<file path="config.mk">
export PLATFORM = sky130hd
export DESIGN_NAME = clk_div_monitor
export DESIGN_NICKNAME = d
export VERILOG_FILES = /design/src/rtl/clk_div_mon_pkg.sv /design/src/rtl/half_period_meter.sv /design/src/rtl/clk_div_monitor.sv
export SDC_FILE = /design/constraint.sdc
export NUM_CORES = 1
export LEC_CHECK = 0
export ABC_AREA = 0
export BUFFER_PORTS_ARGS = -buffer_cell sky130_fd_sc_hd__buf_2
export CAP_MARGIN = 20
export CORE_MARGIN = 2
export CORE_UTILIZATION = 60
export CTS_CLUSTER_DIAMETER = 150
export CTS_CLUSTER_SIZE = 28
export DETAILED_ROUTE_END_ITERATION = 8
export PLACE_DENSITY = 0.82
export SLEW_MARGIN = 20
export SYNTH_ARGS = -nofsm -noshare
export SYNTH_HDL_FRONTEND = slang
export SYNTH_HIERARCHICAL = 1
export SYNTH_SLANG_ARGS = --single-unit
</file>
<file path="constraint.sdc">
create_clock -name clk_in -period 6.6 [get_ports clk_in]
set_input_delay 0.33 -clock clk_in [delete_from_list [all_inputs] [get_ports clk_in]]
set_output_delay 0.33 -clock clk_in [all_outputs]
set_load 0.1 [all_outputs]
</file>
<file path="src/rtl/clk_div_mon_pkg.sv">
// rtl/clk_div_mon_pkg.sv - shared state and fault-code definitions for clk_div_monitor
package clk_div_mon_pkg;

  typedef enum logic [2:0] {
    ST_IDLE,
    ST_MEASURE,
    ST_LOCKING,
    ST_LOCKED,
    ST_FAULT
  } mon_state_t;

  localparam logic [1:0] FLT_NONE     = 2'b00;
  localparam logic [1:0] FLT_MISMATCH = 2'b01;
  localparam logic [1:0] FLT_STUCK    = 2'b10;

endpackage

</file>
<file path="src/rtl/half_period_meter.sv">
// rtl/half_period_meter.sv - edge detect and saturating half-period counter for a slow clock sampled as data
module half_period_meter #(
  parameter int CNT_W = 8
) (
  input  logic             i_clk,
  input  logic             i_rst,
  input  logic             i_clear,
  input  logic             i_slow,
  output logic             o_edge,
  output logic [CNT_W-1:0] o_half_len,
  output logic             o_sat
);

  localparam logic [CNT_W-1:0] CNT_MAX = '1;

  logic             r_s_q;
  logic [CNT_W-1:0] r_run_cnt;

  assign o_edge     = i_slow ^ r_s_q;
  assign o_half_len = r_run_cnt;
  // Saturation means the counter would pass its maximum on this cycle.
  assign o_sat      = !o_edge && (r_run_cnt == CNT_MAX);

  always_ff @(posedge i_clk) begin
    if (i_rst) begin
      r_s_q     <= 1'b0;
      r_run_cnt <= '0;
    end else begin
      r_s_q <= i_slow;
      if (i_clear) begin
        r_run_cnt <= '0;
      end else if (o_edge) begin
        r_run_cnt <= CNT_W'(1);
      end else if (r_run_cnt != CNT_MAX) begin
        r_run_cnt <= r_run_cnt + CNT_W'(1);
      end
    end
  end

endmodule

</file>
<file path="src/rtl/clk_div_monitor.sv">
// rtl/clk_div_monitor.sv - checks a divided clock's half-periods against an expected length
// Locks after LOCK_EDGES matching halves, then flags mismatched or stuck periods.
module clk_div_monitor
  import clk_div_mon_pkg::*;
#(
  parameter int CNT_W      = 8,
  parameter int LOCK_EDGES = 4,
  parameter int TOL        = 0
) (
  input  logic             clk_in,
  input  logic             rst,
  input  logic             slow_in,
  input  logic [CNT_W-1:0] exp_half,
  input  logic             clr,
  output logic [CNT_W-1:0] meas_half,
  output logic             meas_valid,
  output logic             locked,
  output logic             err,
  output logic [1:0]       fault_code
);

  localparam int               MC_W     = $clog2(LOCK_EDGES + 1);
  localparam logic [MC_W-1:0]  LOCK_TGT = MC_W'(LOCK_EDGES);
  localparam logic [CNT_W:0]   TOL_V    = (CNT_W + 1)'(TOL);

  mon_state_t       r_state, w_state_n;
  logic [MC_W-1:0]  r_match_cnt, w_match_n;
  logic [CNT_W-1:0] r_meas_half, w_meas_half_n;
  logic             r_meas_valid, w_meas_valid_n;
  logic [1:0]       r_fault_code, w_fault_n;

  logic             w_edge, w_sat, w_match, w_disable;
  logic [CNT_W-1:0] w_half_len;
  logic [CNT_W:0]   w_diff;

  assign w_disable = (exp_half == '0);

  half_period_meter #(.CNT_W(CNT_W)) u_meter (
    .i_clk      (clk_in),
    .i_rst      (rst),
    .i_clear    (w_disable),
    .i_slow     (slow_in),
    .o_edge     (w_edge),
    .o_half_len (w_half_len),
    .o_sat      (w_sat)
  );

  // One extra bit keeps the absolute difference from wrapping.
  always_comb begin
    w_diff = '0;
    if (w_half_len >= exp_half) w_diff = {1'b0, w_half_len} - {1'b0, exp_half};
    else                        w_diff = {1'b0, exp_half} - {1'b0, w_half_len};
  end

  assign w_match = (w_diff <= TOL_V);

  always_comb begin
    w_state_n      = r_state;
    w_match_n      = r_match_cnt;
    w_meas_half_n  = r_meas_half;
    w_meas_valid_n = 1'b0;
    w_fault_n      = r_fault_code;
    if (w_disable || clr) begin
      w_state_n = ST_IDLE;
      w_match_n = '0;
      w_fault_n = FLT_NONE;
    end else if (w_edge) begin
      if (r_state != ST_IDLE) begin
        w_meas_half_n  = w_half_len;
        w_meas_valid_n = 1'b1;
      end
      case (r_state)
        ST_IDLE: w_state_n = ST_MEASURE;
        ST_MEASURE, ST_LOCKING: begin
          if (w_match) begin
            w_match_n = r_match_cnt + MC_W'(1);
            w_state_n = (r_match_cnt + MC_W'(1) == LOCK_TGT) ? ST_LOCKED : ST_LOCKING;
          end else begin
            w_match_n = '0;
            w_state_n = ST_LOCKING;
          end
        end
        ST_LOCKED: begin
          if (!w_match) begin
            w_state_n = ST_FAULT;
            w_fault_n = FLT_MISMATCH;
          end
        end
        default: w_state_n = r_state;
      endcase
    end else if (w_sat) begin
      // Silence before lock just means the source has not started yet.
      if (r_state == ST_LOCKED) begin
        w_state_n = ST_FAULT;
        w_fault_n = FLT_STUCK;
      end else if (r_state == ST_MEASURE || r_state == ST_LOCKING) begin
        w_state_n = ST_IDLE;
        w_match_n = '0;
      end
    end
  end

  always_ff @(posedge clk_in) begin
    if (rst) begin
      r_state      <= ST_IDLE;
      r_match_cnt  <= '0;
      r_meas_half  <= '0;
      r_meas_valid <= 1'b0;
      r_fault_code <= FLT_NONE;
    end else begin
      r_state      <= w_state_n;
      r_match_cnt  <= w_match_n;
      r_meas_half  <= w_meas_half_n;
      r_meas_valid <= w_meas_valid_n;
      r_fault_code <= w_fault_n;
    end
  end

  assign meas_half  = r_meas_half;
  assign meas_valid = r_meas_valid;
  assign locked     = (r_state == ST_LOCKED);
  assign err        = (r_state == ST_FAULT);
  assign fault_code = r_fault_code;

endmodule

</file>
==> results.py <==
metrics = {
    "cells_and_area": {
        "nets": 289,
        "multi_input_area_sq_mm": 0.001284,
        "layout-drive-gt1-share_pct": 16.34,
        "utilization_pct": 68.41,
        "n_antenna_cell": 0,
        "regArea_sq_um": 520.5,
        "fin_cells": 301,
        "areaGrowthSynthToFinish_pct": 8.371,
        "fillers": 277,
    },
    "synthesis": {
        "synth_top_cell_area_share_pct": 26.79,
        "synth_edf_count": 0,
        "synth_area_leaders": "dfxtp_1, ha_1, mux2i_1",
        "ys.flop_type": "dfxtp_1",
        "yosysTopAreaCell": "dfxtp_1",
        "ys_warn_count": 6,
        "netlist_area_sq_mm": 0.001943,
        "syn_nets": 269,
        "ys_types": 54,
        "yosysMostFrequentCell": "dfxtp_1",
        "yosys-top-cells-count": "dfxtp_1, inv_1, nor2_1, ha_1",
        "async_reset_ff_share_pct": 0,
        "synthesis.instances": 238,
        "synth_area_per_cell_sq_um": 8.164,
        "yosysSeqAreaShare_pct": 26.79,
        "synth_seq_cells": 26,
    },
    "global_route": {
        "track_usage_pct": 24.06,
        "grt_pass1_vias": 1569,
        "busiest_layer": "met2",
        "grt_pass1_wl_um": 6741,
        "grtUsageMet1_pct": 31.98,
        "overflow": 0,
        "use_met3_pct": 3.412,
        "grt_max_degree": 16,
        "grt_util_met2_pct": 40.71,
        "antenna_found_initial": 0,
    },
    "floorplan": {
        "coreArea_sq_mm": 0.003078,
        "fp.dieArea_sq_mm": 0.003710,
        "rows": 20,
        "die_width_um": 60.91,
        "io_pins": 25,
        "initial_core_util_pct": 63.13,
        "chipHeight_um": 60.91,
    },
    "drt": {
        "dr.first_iter.drc_count": 98,
        "vias": 1737,
        "ant_nets": 0,
        "avgViaCountPerCell": 5.771,
        "drc": 0,
        "wl_per_cell_um": 13.59,
        "wl_um": 4090,
        "drt-pass1-iter-count": 4,
    },
    "min_path": {
        "worstHoldPathType": "in -> reg",
    },
    "setup_path": {
        "endpoint_kind": "flop",
        "path_buf_inv": 0,
        "crit_fanout": 10,
        "cp.required_ns": 6.85,
        "critPathTopFamily": "compound AO/OA/AOI/OAI gates",
        "crit_type": "reg -> reg",
        "crit_chain": "ha_1 > nand2_2 > o21bai_4 > a21oi_2 > or4_1 > a211oi_2 > a31oi_2 > o41ai_2",
        "arrival_ns": 2.79,
        "startpoint_type": "flop",
        "crit_slowest_cell": "dfxtp_1",
        "cpPeakStageDelay_ns": 0.55,
    },
    "timing": {
        "period_minus_slack_ns": 2.535,
        "setup_viol": 0,
        "setup_tns_ns": 0,
        "maxSlewViolCount": 0,
        "rsz0062_at_grt": "false",
        "tightest_slew_ns": 0.8214,
        "fin_skew_ns": 0.01174,
        "max-slew-margin-rel_pct": 44.94,
        "fmax_mhz": 394.4,
        "hold_violations": 0,
        "fin_crit_sh_pct": 38.41,
    },
    "pwr": {
        "irDropWorstVdd_v": 0.0001205,
        "swShare_pct": 28.92,
        "p_int_w": 0.0002155,
        "switchingPower_w": 0.00008769,
        "clock_power_share_pct": 26.9,
        "p_leak_nw": 0.8663,
        "pwr-share-comb_pct": 19.3,
        "power.density_mw_per_mm2": 144.0,
        "p_seq_share_pct": 53.8,
    },
    "clocking": {
        "cts_buffers": 3,
        "cts_tree": "built",
        "post_cts_resize_count": 0,
        "clock_path_buffers": 2,
        "cts-hold-fix-buffers": 0,
        "cts_root_buf": "clkbuf_4",
        "clock_latency_ns": 0.33,
        "clk_pin_slew_ns": 0.14,
        "cts.sinks": 26,
        "cts_setup_buffers": 0,
        "h-tree-depth": 1,
    },
    "status": {
        "outcome": "finished, final reports clean",
    },
    "placement": {
        "io_buffer_count": 24,
        "dp_hpwl_um": 3142,
        "post-place-cells": 297,
        "place.gp.congestion": 0.9161,
    },
    "run": {
        "max_cap_viol_count": 0,
    },
}
-- placed cells by master (no fill, tap or decap), types with 3 or more instances in the layout --
cell type,n
mux2i_1,11
a21oi_1,12
inv_1,24
nor2b_1,5
nand3b_1,3
o31ai_1,3
nand3_1,11
nor2_1,24
dfxtp_1,26
xor2_1,3
o21a_1,3
nand2_1,12
or3_1,3
buf_2,24
nor3_1,8
a31oi_1,4
nand4_1,4
ha_1,19
o21ai_0,9
clkbuf_4,3
-- per-layer routing --
| layer | wire length, um | part of all wire [%] |
|---|---|---|
| met1 | 1965 | 48 |
| met2 | 1926 | 47 |
| met3 | 154 | 3.8 |
| met4 | 44 | 1.1 |
| met5 | 0 | 0 |
-- cells by family (layout without fill, tap and decap cells) --
kind of cell	after synthesis	count (layout)	synth area share [%]
adders and majority gates	19	19	12.23
buffers and inverters	33	52	7.148
DFF	26	26	26.79
muxes	11	11	5.667
AOI/OAI and AO/OA	59	59	22.86
xor gates and xnor gates	5	5	2.641
and+or+nand+nor	85	85	22.67
-- worst paths after layout --
| kind | slack, ns | start | depth (start not counted) | end |
|---|---|---|---|---|
| worst max-delay path | 4.06 | u_meter/o_half_len[3] | 8 | r_match_cnt[0] |
| worst min-delay path | 0.25 | slow_in | 2 | u_meter/r_s_q |
| worst max register to register | 4.06 | u_meter/o_half_len[3] | 8 | r_match_cnt[0] |
| worst min register to register | 0.48 | r_match_cnt[1] | 2 | r_match_cnt[1] |
-- cell type report --
| type | count | share of cell area, % |
|---|---|---|
| inverter | 24 | 4.278 |
| clock buffer | 4 | 1.723 |
| sequential | 26 | 24.72 |
| tap | 44 | 2.614 |
| multi-input combinational | 179 | 60.96 |
| timing repair buffer | 24 | 5.704 |
-- power by group through the flow --
stage	combinational (W)	clock [W]	sequential [W]
after detailed placement	0.0000578	0	0.000167
after floorplan	0.0000445	0	0.000167
after global routing	0.0000649	0.0000896	0.000164
after CTS	0.0000581	0.0000832	0.000163
after global placement	0.0000570	0	0.000167
final	0.0000585	0.0000815	0.000163
-- sequential cells by signal, indices dropped and copies added, names as in the netlist --
signal,flops
meas_half,8
r_match_cnt,3
meas_valid,1
fault_code,2
u_meter/r_s_q,1
u_meter/o_half_len,8
r_state,3
-- through the flow --
step | worst slack (ns) | instance area [sq um] | hold slack [ns] | total power [W]
after floorplan | 3.726 | 1943 | 0.4016 | 0.0002111
after global placement | 4.140 | 2069 | 0.4409 | 0.0002236
after detailed placement | 4.094 | 2069 | 0.4574 | 0.0002246
after CTS | 4.072 | 2106 | 0.2489 | 0.0003045
after global routing | 3.853 | 2106 | 0.2624 | 0.0003183
final | 4.065 | 2106 | 0.2520 | 0.0003032
Note: power is estimated with default switching activity, not from simulation.
